==> src/rtl/register_token_parser.sv <==
// Streaming register-operand parser: r/x-prefixed decimal indices and ABI aliases,
// one ASCII character per strobe, one-cycle done pulse per token, sticky error.
module register_token_parser #(
  parameter int unsigned NUM_REGS   = 32,
  parameter int unsigned MAX_DIGITS = 2,
  parameter int unsigned ACCEPT_X   = 1,
  parameter int unsigned ABI_EN     = 1,
  localparam int unsigned REG_W     = $clog2(NUM_REGS)
) (
  input  logic             clk_in,
  input  logic             rst_n_in,
  input  logic             valid_data,
  input  logic             new_character,
  input  logic [7:0]       incoming_ascii,
  output logic [REG_W-1:0] register,
  output logic [7:0]       term_char,
  output logic             done_flag,
  output logic             error_flag
);

  localparam int unsigned ACC_W = REG_W + 4;
  localparam logic [ACC_W-1:0] NUM_REGS_A = ACC_W'(NUM_REGS);
  localparam logic [1:0]       MAX_D      = 2'(MAX_DIGITS);

  localparam logic [2:0] ST_IDLE    = 3'd0;
  localparam logic [2:0] ST_PREFIX  = 3'd1;
  localparam logic [2:0] ST_DIGITS  = 3'd2;
  localparam logic [2:0] ST_ABI     = 3'd3;
  localparam logic [2:0] ST_ABI_END = 3'd4;
  localparam logic [2:0] ST_DONE    = 3'd5;
  localparam logic [2:0] ST_ERROR   = 3'd6;

  logic [2:0]       state_q, state_d;
  logic [ACC_W-1:0] acc_q, acc_d;
  logic [1:0]       count_q, count_d;
  logic             is_r_q, is_r_d;
  logic [23:0]      abi_str_q, abi_str_d;
  logic [1:0]       abi_len_q, abi_len_d;
  logic [2:0]       abi_val_q, abi_val_d;
  logic [REG_W-1:0] register_q, register_d;
  logic [7:0]       term_char_q, term_char_d;

  logic             is_digit, is_delim, is_blank;
  logic [7:0]       ch_fold;
  logic [3:0]       digit_val;
  logic [ACC_W-1:0] acc_next;

  assign ch_fold   = incoming_ascii | 8'h20;
  assign digit_val = incoming_ascii[3:0];
  assign is_digit  = (incoming_ascii >= 8'h30) && (incoming_ascii <= 8'h39);
  assign is_blank  = (incoming_ascii == 8'h20) || (incoming_ascii == 8'h09);
  assign is_delim  = is_blank || (incoming_ascii == 8'h2C) ||
                     (incoming_ascii == 8'h29) || (incoming_ascii == 8'h0A);
  assign acc_next  = (acc_q * ACC_W'(10)) + ACC_W'(digit_val);

  always_comb begin
    state_d     = state_q;
    acc_d       = acc_q;
    count_d     = count_q;
    is_r_d      = is_r_q;
    abi_str_d   = abi_str_q;
    abi_len_d   = abi_len_q;
    abi_val_d   = abi_val_q;
    register_d  = register_q;
    term_char_d = term_char_q;

    if (!valid_data) begin
      state_d = ST_IDLE;
    end else begin
      case (state_q)
        // DONE shares IDLE's rules so a token may start in the pulse cycle
        ST_IDLE, ST_DONE: begin
          state_d = ST_IDLE;
          if (new_character) begin
            if (is_blank) begin
              state_d = ST_IDLE;
            end else if (ch_fold == 8'h72) begin
              state_d = ST_PREFIX;
              is_r_d  = 1'b1;
            end else if ((ACCEPT_X != 0) && (ch_fold == 8'h78)) begin
              state_d = ST_PREFIX;
              is_r_d  = 1'b0;
            end else if ((ABI_EN != 0) && (ch_fold == 8'h7A)) begin
              state_d   = ST_ABI;
              abi_str_d = 24'h6F7265;
              abi_len_d = 2'd3;
              abi_val_d = 3'd0;
            end else if ((ABI_EN != 0) && ((ch_fold == 8'h73) || (ch_fold == 8'h67) ||
                                           (ch_fold == 8'h74))) begin
              state_d   = ST_ABI;
              abi_str_d = 24'h000070;
              abi_len_d = 2'd1;
              abi_val_d = (ch_fold == 8'h73) ? 3'd2 : (ch_fold == 8'h67) ? 3'd3 : 3'd4;
            end else begin
              state_d = ST_ERROR;
            end
          end
        end
        ST_PREFIX: begin
          if (new_character) begin
            // A single digit can already be out of range for very small register files
            if (is_digit && (ACC_W'(digit_val) < NUM_REGS_A)) begin
              state_d = ST_DIGITS;
              acc_d   = ACC_W'(digit_val);
              count_d = 2'd1;
            end else if ((ABI_EN != 0) && is_r_q && (ch_fold == 8'h61)) begin
              state_d = ST_ABI_END;
              acc_d   = ACC_W'(1);
            end else begin
              state_d = ST_ERROR;
            end
          end
        end
        ST_DIGITS: begin
          if (new_character) begin
            if (is_digit) begin
              // acc_q == 0 here can only mean the first digit was a leading '0'
              if ((acc_q == '0) || (count_q >= MAX_D) || (acc_next >= NUM_REGS_A)) begin
                state_d = ST_ERROR;
              end else begin
                acc_d   = acc_next;
                count_d = 2'(count_q + 2'd1);
              end
            end else if (is_delim) begin
              state_d     = ST_DONE;
              register_d  = acc_q[REG_W-1:0];
              term_char_d = incoming_ascii;
            end else begin
              state_d = ST_ERROR;
            end
          end
        end
        ST_ABI: begin
          if (new_character) begin
            if (ch_fold == abi_str_q[7:0]) begin
              if (abi_len_q == 2'd1) begin
                if (ACC_W'(abi_val_q) >= NUM_REGS_A) begin
                  state_d = ST_ERROR;
                end else begin
                  state_d = ST_ABI_END;
                  acc_d   = ACC_W'(abi_val_q);
                end
              end else begin
                abi_str_d = {8'h00, abi_str_q[23:8]};
                abi_len_d = 2'(abi_len_q - 2'd1);
              end
            end else begin
              state_d = ST_ERROR;
            end
          end
        end
        ST_ABI_END: begin
          if (new_character) begin
            if (is_delim) begin
              state_d     = ST_DONE;
              register_d  = acc_q[REG_W-1:0];
              term_char_d = incoming_ascii;
            end else begin
              state_d = ST_ERROR;
            end
          end
        end
        ST_ERROR: state_d = ST_ERROR;
        default:  state_d = ST_IDLE;
      endcase
    end
  end

  always_ff @(posedge clk_in or negedge rst_n_in) begin
    if (!rst_n_in) begin
      state_q     <= ST_IDLE;
      acc_q       <= '0;
      count_q     <= '0;
      is_r_q      <= 1'b0;
      abi_str_q   <= '0;
      abi_len_q   <= '0;
      abi_val_q   <= '0;
      register_q  <= '0;
      term_char_q <= '0;
    end else begin
      state_q     <= state_d;
      acc_q       <= acc_d;
      count_q     <= count_d;
      is_r_q      <= is_r_d;
      abi_str_q   <= abi_str_d;
      abi_len_q   <= abi_len_d;
      abi_val_q   <= abi_val_d;
      register_q  <= register_d;
      term_char_q <= term_char_d;
    end
  end

  assign register   = register_q;
  assign term_char  = term_char_q;
  assign done_flag  = (state_q == ST_DONE);
  assign error_flag = (state_q == ST_ERROR);

endmodule

==> config.mk <==
export PLATFORM = sky130hd
export DESIGN_NAME = register_token_parser
export DESIGN_NICKNAME = d
export VERILOG_FILES = /design/src/rtl/register_token_parser.sv
export SDC_FILE = /design/constraint.sdc
export NUM_CORES = 1
export LEC_CHECK = 0
export BUFFER_PORTS_ARGS = -buffer_cell sky130_fd_sc_hd__buf_2
export CORE_MARGIN = 2
export CORE_UTILIZATION = 64
export CTS_CLUSTER_DIAMETER = 100
export DETAILED_ROUTE_END_ITERATION = 10
export PLACE_DENSITY = 0.85
export SLEW_MARGIN = 20
export SYNTH_ARGS = -nofsm -noshare
export SYNTH_HDL_FRONTEND = slang
export SYNTH_SLANG_ARGS = --single-unit
==> constraint.sdc <==
create_clock -name clk_in -period 6.1 [get_ports clk_in]
set_input_delay 0.305 -clock clk_in [delete_from_list [all_inputs] [get_ports clk_in]]
set_output_delay 0.305 -clock clk_in [all_outputs]
set_load 0.1 [all_outputs]
# Yosys cells after proc, flatten, opt, wreduce, memory -nomap -nowiden
# Index checks and enable logic that the tools add are counted.
totals:
  regBits: 57
  inputBits: 12
  out_inout_bits: 15
  word_cells: 160
classes:
  addsub: 3
  multipliers: 1
  magnitude_cmp: 4
  n_eq_ne: 43
  mux: 71
  n_bitwise: 3
  reduce_logical: 26
ops:
  columns: ["op", "count"]
  rows:
  - ["$mux W24", 9]
  - ["$mux W9", 9]
  - ["$mux W3", 20]
  - ["$eq A7 B6 Y1 const B", 7]
  - ["$pmux W24 S2", 1]
  - ["$mux W2", 16]
  - ["$mux W8", 4]
  - ["$ne A2 B2 Y1 const B", 15]
  - ["$pmux W9 S3", 1]
  - ["$eq A8 B6 Y1 const B", 3]
  - ["$mux W5", 4]
  - ["$reduce_and A10 Y1", 2]
  - ["$ne A3 B3 Y1 const B", 6]
  - ["$pmux W3 S6", 1]
  - ["$eq A8 B4 Y1 const B", 2]
  - ["$pmux W8 S2", 1]
  - ["$reduce_and A7 Y1", 2]
  - ["$pmux W5 S2", 1]
  - ["$reduce_and A5 Y1", 2]
  - ["$reduce_bool A2 Y1", 5]
  - ["$add A9 B4 Y9", 1]
  - ["$eq A3 B3 Y1 const B", 3]
  - ["$ge A9 B6 Y1 const B", 1]
  - ["$logic_not A9 Y1", 1]
  - ["other kinds (20)", 34]

# Depth between registers and ports, before layout
# Gate-level depths: netlist (run 1).
logic_depth:
  depth_word: 11
  mapped_depth: 10
  depth_no_buf: 10

# Least setup slack after synthesis (run 1)
# No wires, ideal clock.
synth_timing:
  kind: "register to register"
  from: "register acc_q[1]"
  to: "register acc_q[0]"
  setup_time_ps: 125
  t_arrival_ps: 2951
  required_ps: 5975
  path_slack_ps: 3024
  stages_incl_launch_ff: 11
  n_path_buf: 0
  period_less_slack_ps: 3076
  cell_sequence: "dfrtp_1 ha_1 ha_1 fa_1 xor2_1 o2111ai_1 xnor3_1 or4_4 nor2_4 o21ai_4 mux2_4"
synth_via:
  elab_chain_cells: 6
  elab_cells_between_ends: 8
  classes_between: "add/sub: 1; mul: 1; order compare: 1; eq/ne: 1; reduce/logical: 4"
synth_rtl:
  columns: ["element", "line_no", "text"]
  rows:
  - ["start: declaration", "34", "logic [ACC_W-1:0] acc_q, acc_d;"]
  - ["start signal: assignment", "172", "acc_q <= '0;"]
  - ["start signal: assignment", "182", "acc_q <= acc_d;"]
  - ["$mul A9 B3 Y8", "54", "assign acc_next = (acc_q * ACC_W'(10)) + ACC_W'(digit_val);"]
  - ["$add A9 B4 Y9", "54", null]
  - ["$ge A9 B6 Y1", "118", "if ((acc_q == '0) || (count_q >= MAX_D) || (acc_next >= NUM_REGS_A)) begin"]
  - ["$logic_or A1 B1 Y1 *", "118", null]
  - ["$ne A2 B2 Y1 (no source line) *", null, null]
  - ["$reduce_and A10 Y1 (no source line) *", null, null]
# Every way passes the cells marked *; elsewhere a longest branch is shown, timed or not.
# A chain may end at the register's enable or synchronous reset.

# Worst setup path after layout (run 1)
layout_timing:
  from: "register acc_q[1]"
  to: "register acc_q[1]"
# Same word-level chain as after synthesis.

==> results of run 1 <==
==> metal layers <==
metal / GRT usage (%) / vias up / share of wire, %
li1: - / 1078 / -
met1: 33.4 / 1054 / 41
met2: 45.5 / 52 / 53
met5: 0 / - / 0
met3: 3.78 / 15 / 3.6
met4: 9.19 / 0 / 2.2
==> state kept, by name (all words and copies together) (netlist names) <==
name / flops
abi_val_q: 3
state_q: 3
acc_q: 9
is_r_q: 1
abi_len_q: 2
register: 5
term_char: 8
abi_str_q: 8
count_q: 2
==> final timing paths <==
check	from	slack [ns]	to
max	acc_q[1]	2.75	acc_q[1]
min	rst_n_in	0.13	acc_q[3]
max reg2reg	acc_q[1]	2.75	acc_q[1]
min reg2reg	term_char[1]	0.48	term_char[1]
max in group asynchronous	rst_n_in	5.40	state_q[0]
min in group clk_in	incoming_ascii[5]	0.26	term_char[5]
==> layout by cell type, fill, tap and decap left out, types with 5 or more instances in the layout <==
cell,Yosys,layout
xnor2_1,8,8
nor2b_1,7,7
o21ai_0,7,7
clkbuf_8,0,5
xor2_1,10,10
mux2_1,11,11
nor2_1,18,18
o21ai_1,11,11
inv_1,16,16
nand3_1,7,7
nor3_1,9,9
and3_1,7,7
mux2i_1,10,10
buf_2,3,26
a21oi_1,13,13
ha_1,14,14
dfrtp_1,41,41
and2_1,9,9
nand2_1,24,24
==> kinds of logic after synthesis <==
group	count (synthesis)
xor gates and xnor gates	19
and+or+nand+nor	103
AOI/OAI and AO/OA	58
adders and majority gates	16
buffers and inverters	30
DFF	41
muxes	24
==> area by class of cell <==
cell class	instances	area share [%]
multi-input cells	220	53.4
clock inverters	3	1.45
clock buffers	5	2.28
well taps	50	2.07
flip-flops and latches	41	34.0
repair buffers	27	4.56
inverters	18	2.24
==> synthesized netlist by cell type, types with 2 or more instances <==
master,count
mux2i_1,10
and2_1,9
nor3_1,9
a21oi_1,13
fa_1,2
buf_2,3
nand4_1,2
o21ai_1,11
inv_2,2
a41o_1,2
dfrtp_1,41
inv_1,16
o21ai_0,7
nor2b_1,7
nand3_1,7
nand2b_1,2
buf_1,3
a32o_1,2
a211oi_1,2
a21o_1,3
clkbuf_1,6
nand2_1,24
mux2_1,11
o211ai_1,2
xnor2_1,8
mux2_4,3
and3_1,7
ha_1,14
xor2_1,10
nor4_1,2
nor2_1,18
o22ai_1,2
a31oi_1,2
==> power groups by stage <==
stage / Sequential [mW] / Clock (mW) / Combinational, mW
6_report: 0.365 / 0.225 / 0.547
5_1_grt: 0.373 / 0.238 / 0.599
4_1_cts: 0.365 / 0.227 / 0.548
3_5_place_dp: 0.370 / 0 / 0.544
3_3_place_gp: 0.367 / 0 / 0.531
2_1_floorplan: 0.397 / 0 / 0.415
==> stage by stage <==
| stage | utilization, % | power, mW | cells | hold slack (ns) |
|---|---|---|---|---|
| global placement | 71.2 | 0.899 | 356 | 0.463 |
| CTS | 73.9 | 1.14 | 364 | 0.167 |
| global route | 73.9 | 1.21 | 364 | 0.226 |
| detailed placement | 71.2 | 0.915 | 356 | 0.470 |
| floorplan | - | 0.812 | 291 | 0.00941 |
| finish | 73.9 | 1.14 | 364 | 0.129 |
==> critical path, delay by kind of cell, from the launching register on <==
| family | cells | cell delay (ns) |
|---|---|---|
| compound gates | 2 | 0.29 |
| xor+xnor | 2 | 0.49 |
| fa+ha+maj | 3 | 0.96 |
| flops | 1 | 0.44 |
| mux | 1 | 0.32 |
| simple gates | 2 | 0.74 |
==> flow_summary.json, run 1 <==
{
  "outcome": "finished clean",
  "insertion_delay_ns": 0.30,
  "finalSetupTns_ns": 0,
  "swShare_pct": 42.6,
  "synthAdderAreaFrac_pct": 7.81,
  "grt_pass1_wl_um": 10300,
  "post-route-period-util_pct": 54.9,
  "grt-ovfl-total": 0,
  "antenna_found_initial": 0,
  "fin_worst_skew_ns": 0.0136,
  "portBuffers": 26,
  "final_nets": 341,
  "grt_max_degree": 42,
  "io-pin-count": 27,
  "postSynthNetCount": 319,
  "synth_mux_area_share_pct": 9.76,
  "ant_nets": 0,
  "critPathCaptureType": "flip-flop",
  "synth_top_family_by_area": "simple AND/OR/NAND/NOR gates",
  "slowest_delay_ns": 0.59,
  "initial_core_util_pct": 67.5,
  "slowest_stage": "or4_4",
  "layout-drive-gt1-share_pct": 15.0,
  "core_area_mm2": 0.00409,
  "clk_pin_slew_ns": 0.08,
  "dieArea_mm2": 0.00485,
  "die-width_um": 69.6,
  "critPathKind": "flip-flop to flip-flop",
  "p_clk_share_pct": 19.8,
  "htree_num_levels": 2,
  "power.switching_mw": 0.484,
  "routed_via_density": 6.04,
  "cts_tree": "built",
  "arrival_ns": 3.54,
  "critPathMaxFanout": 9,
  "avgSynthCellArea_um2": 9.47,
  "clock_sink_count": 41,
  "max_cap_viol_count": 0,
  "place_area_mm2": 0.00291,
  "fin_ws_ns": 2.75,
  "slew_headroom_pct": 40.2,
  "fmax_mhz": 298,
  "ys_types": 62,
  "synth_compound_gate_area_share_pct": 14.0,
  "power_frac_comb_pct": 48.1,
  "finalWeightedCongestion": 0.900,
  "synth-edff-count": 0,
  "ys_seq_area_share_pct": 37.2,
  "hpwl_um": 4340,
  "fp-row-count": 23,
  "crit_top_cell": "ha_1",
  "p_seq_share_pct": 32.1,
  "first_global_vias": 2265,
  "cts.repair.resized": 0,
  "async_flop_share_pct": 100,
  "rsz0062_at_grt": "no",
  "synth.top_cell.area_share_pct": 37.2,
  "synthXorXnorAreaFrac_pct": 6.54,
  "area_growth_pct": 9.58,
  "ys_top_cells_by_area": "dfrtp_1 37%, ha_1 6.4%, mux2_1 4.5%, mux2i_1 3.6%, nand2_1 3.3%",
  "grt_usage_pct": 26.2,
  "cts_buffers": 5,
  "min_path_type": "input port to asynchronous set/reset pin",
  "cts_hold_buffers": 0,
  "drtIter0Drc": 199,
  "synth-simple-area-share_pct": 20.5,
  "drc": 0,
  "synth_area_leader_cell": "dfrtp_1",
  "cts_root_buffer": "clkbuf_8",
  "fillCellCount": 298,
  "ir_worst_vdd_v": 0.000226,
  "wl_um": 5810,
  "worstMarginPinSlew_ns": 0.896,
  "period_needed_ns": 3.35,
  "synth_area_mm2": 0.00276,
  "wl_per_cell_um": 16.0,
  "num_vias": 2199,
  "ys_seq_elements": 41,
  "slew_viol_final": 0,
  "p_leak_nw": 1.57,
  "die_h_um": 69.6,
  "post-cts-setup-buffers": 0,
  "first_pass_iters": 4,
  "post-place-ws_ns": 2.76,
  "synthesis.instances": 291,
  "hold_violations": 0,
  "seq_area_mm2": 0.00103,
  "cts.path.max_buffers": 2,
  "setup_viol": 0,
  "synth_warnings": 0,
  "worstPathCellList": "ha_1 -> ha_1 -> fa_1 -> xor2_1 -> o2111ai_1 -> xnor3_1 -> or4_4 -> nor2_4 -> o21ai_4 -> mux2_4",
  "ys.flop_type": "dfrtp_1",
  "pwr_density_cell_mw_per_mm2": 376,
  "multi_input_area_mm2": 0.00161,
  "worst_ep_required_time_ns": 6.29,
  "crit_path_start_kind": "flip-flop",
  "r2r_cells": 10,
  "intPower_mw": 0.652,
  "finish.instance_area_mm2": 0.00302,
  "antenna_cells": 0
}
No activity file was read; power rests on OpenSTA's default activity.
==> inputs of run 2 (changes only) <==
- CORE_UTILIZATION: 64 -> 59
- PLACE_DENSITY: 0.85 -> 0.8
- clock period: 6.1 -> 3.2 ns (I/O delays scaled with it)
==> flow_summary.json, run 2 (synthesized netlist as in run 1, its figures left out) <==
{
  "first_pass_iters": 4,
  "slew_viol_final": 0,
  "core_area_mm2": 0.00441,
  "timing.reg2reg.setup_slack_ns": -0.01,
  "drc": 0,
  "finish.instance_area_mm2": 0.00313,
  "use_met1_pct": 33.6,
  "final_cell_mix": "41 x dfrtp_1, 26 x buf_2, 24 x nand2_1, 18 x nor2_1, 16 x inv_1",
  "seq_area_mm2": 0.00103,
  "antenna_cells": 0,
  "grt_use_met3_pct": 4.17,
  "clock_sink_count": 41,
  "post-place-ws_ns": -0.0625,
  "io-pin-count": 27,
  "dieArea_mm2": 0.00523,
  "violations": "hold timing, setup timing",
  "critPathKind": "flip-flop to flip-flop",
  "clk_pin_slew_ns": 0.08,
  "min_path_type": "input port to asynchronous set/reset pin",
  "top_register": "acc_q",
  "initial_core_util_pct": 62.4,
  "crit_path_start_kind": "flip-flop",
  "max_cap_viol_count": 0,
  "rsz0062_at_grt": "yes",
  "cts.path.max_buffers": 2,
  "place_area_mm2": 0.00296,
  "finalWeightedCongestion": 0.904,
  "pwr_density_cell_mw_per_mm2": 721,
  "grt_usage_pct": 25.3,
  "fillCellCount": 349,
  "cts_hold_buffers": 0,
  "cts_root_buffer": "clkbuf_8",
  "cts_tree": "built",
  "hold_violations": 4,
  "multi_input_area_mm2": 0.00166,
  "grt.busiest_layer": "met2",
  "post-route-period-util_pct": 100,
  "slowest_delay_ns": 0.57,
  "crit_path_end": "acc_q[1]",
  "grt_max_degree": 42,
  "die_h_um": 72.4,
  "r2r_cells": 10,
  "p_leak_nw": 1.61,
  "hpwl_um": 4500,
  "drtIter0Drc": 177,
  "insertion_delay_ns": 0.29,
  "wl_um": 6210,
  "layout-drive-gt1-share_pct": 19.8,
  "wl_per_cell_um": 16.6,
  "largest_reg_flops": 9,
  "die-width_um": 72.4,
  "fin_worst_skew_ns": 0.00766,
  "num_vias": 2268,
  "worst_ep_required_time_ns": 3.38,
  "setup_viol": 1,
  "portBuffers": 26,
  "finalSetupTns_ns": -0.0115,
  "slowest_stage": "or4_4",
  "fp-row-count": 24,
  "area_growth_pct": 13.7,
  "grt_pass1_wl_um": 10400,
  "routed_via_density": 6.05,
  "htree_num_levels": 2,
  "final_nets": 350,
  "arrival_ns": 3.39,
  "ant_nets": 0,
  "slew_headroom_pct": 37.8,
  "fin_ws_ns": -0.0115,
  "grt-ovfl-total": 0,
  "ir_worst_vdd_v": 0.000372,
  "critPathCaptureType": "flip-flop",
  "whs_ns": -0.00236,
  "use_met2_pct": 41.6,
  "worstPathCellList": "ha_1 -> ha_2 -> fa_2 -> xor2_2 -> o2111ai_2 -> xnor3_1 -> or4_4 -> nor2_4 -> o21ai_4 -> mux2_4",
  "layout_commonest_cell": "dfrtp_1",
  "critPathMaxFanout": 7,
  "r2r_start": "acc_q[3]",
  "r2r-end": "acc_q[1]",
  "worstMarginPinSlew_ns": 0.933,
  "period_needed_ns": 3.21,
  "first_global_vias": 2220,
  "cts_buffers": 5,
  "outcome": "finished, violations left",
  "fmax_mhz": 311,
  "crit_start": "acc_q[3]",
  "antenna_found_initial": 0
}
## run 2: per-layer routing
metal / vias to the layer above / wire length [um]
met5: - / 0
met4: 0 / 116
met3: 11 / 289
met2: 62 / 3120
met1: 1104 / 2690
li1: 1091 / -
## run 2: what timing repair did
action | 4_1_cts | 5_1_grt
endpoints found under the hold margin | 0 | 0
setup endpoints to repair | 5 | 9
pin swaps | 1 | 8
setup buffers | 0 | 2
gates resized for setup | 2 | 7
## run 2: how the worst min path moves through the flow
stage,start,endpoint,cells past startpoint,slack [ns]
after floorplan,rst_n_in,abi_len_q[0],0,-0.14
after global placement,rst_n_in,abi_str_q[14],1,0.33
after detailed placement,rst_n_in,abi_str_q[14],1,0.35
after CTS,rst_n_in,abi_str_q[14],1,0.02
after global routing,rst_n_in,abi_str_q[14],1,0.07
final,rst_n_in,abi_str_q[14],1,-0.002
## run 2: metrics by stage
step / std cells / hold slack, ns / power (mW) / utilization (%)
floorplan: 291 / -0.136 / 1.55 / -
global placement: 365 / 0.327 / 1.74 / 67.1
detailed placement: 365 / 0.348 / 1.78 / 67.1
CTS: 373 / 0.0208 / 2.18 / 69.8
global route: 375 / 0.0706 / 2.40 / 71.0
finish: 375 / -0.00236 / 2.26 / 71.0
## run 2: report_power, final
group          switching [mW]  total, mW  internal, mW
Sequential             0.0810      0.680         0.599
Clock                   0.184      0.383         0.199
Combinational           0.711       1.20         0.485
Total                   0.976       2.26          1.28
## run 2: cell type report
cell class	instances	area share, %
Multi-Input combinational cell	220	53.1
Sequential cell	41	32.7
Tap cell	52	2.08
Clock inverter	1	0.280
Clock buffer	7	3.08
Inverter	18	2.16
Timing Repair Buffer	36	6.55
## run 2: worst max-delay path: cells and delay by family, from the launching register on
kind                     cells  cell delay [ns]
AO/OA/AOI/OAI                2             0.28
multiplexers                 1             0.32
flip-flops                   1             0.39
AND/OR/NAND/NOR              2             0.75
XOR/XNOR                     2             0.47
adder cells (fa/ha/maj)      3             0.89
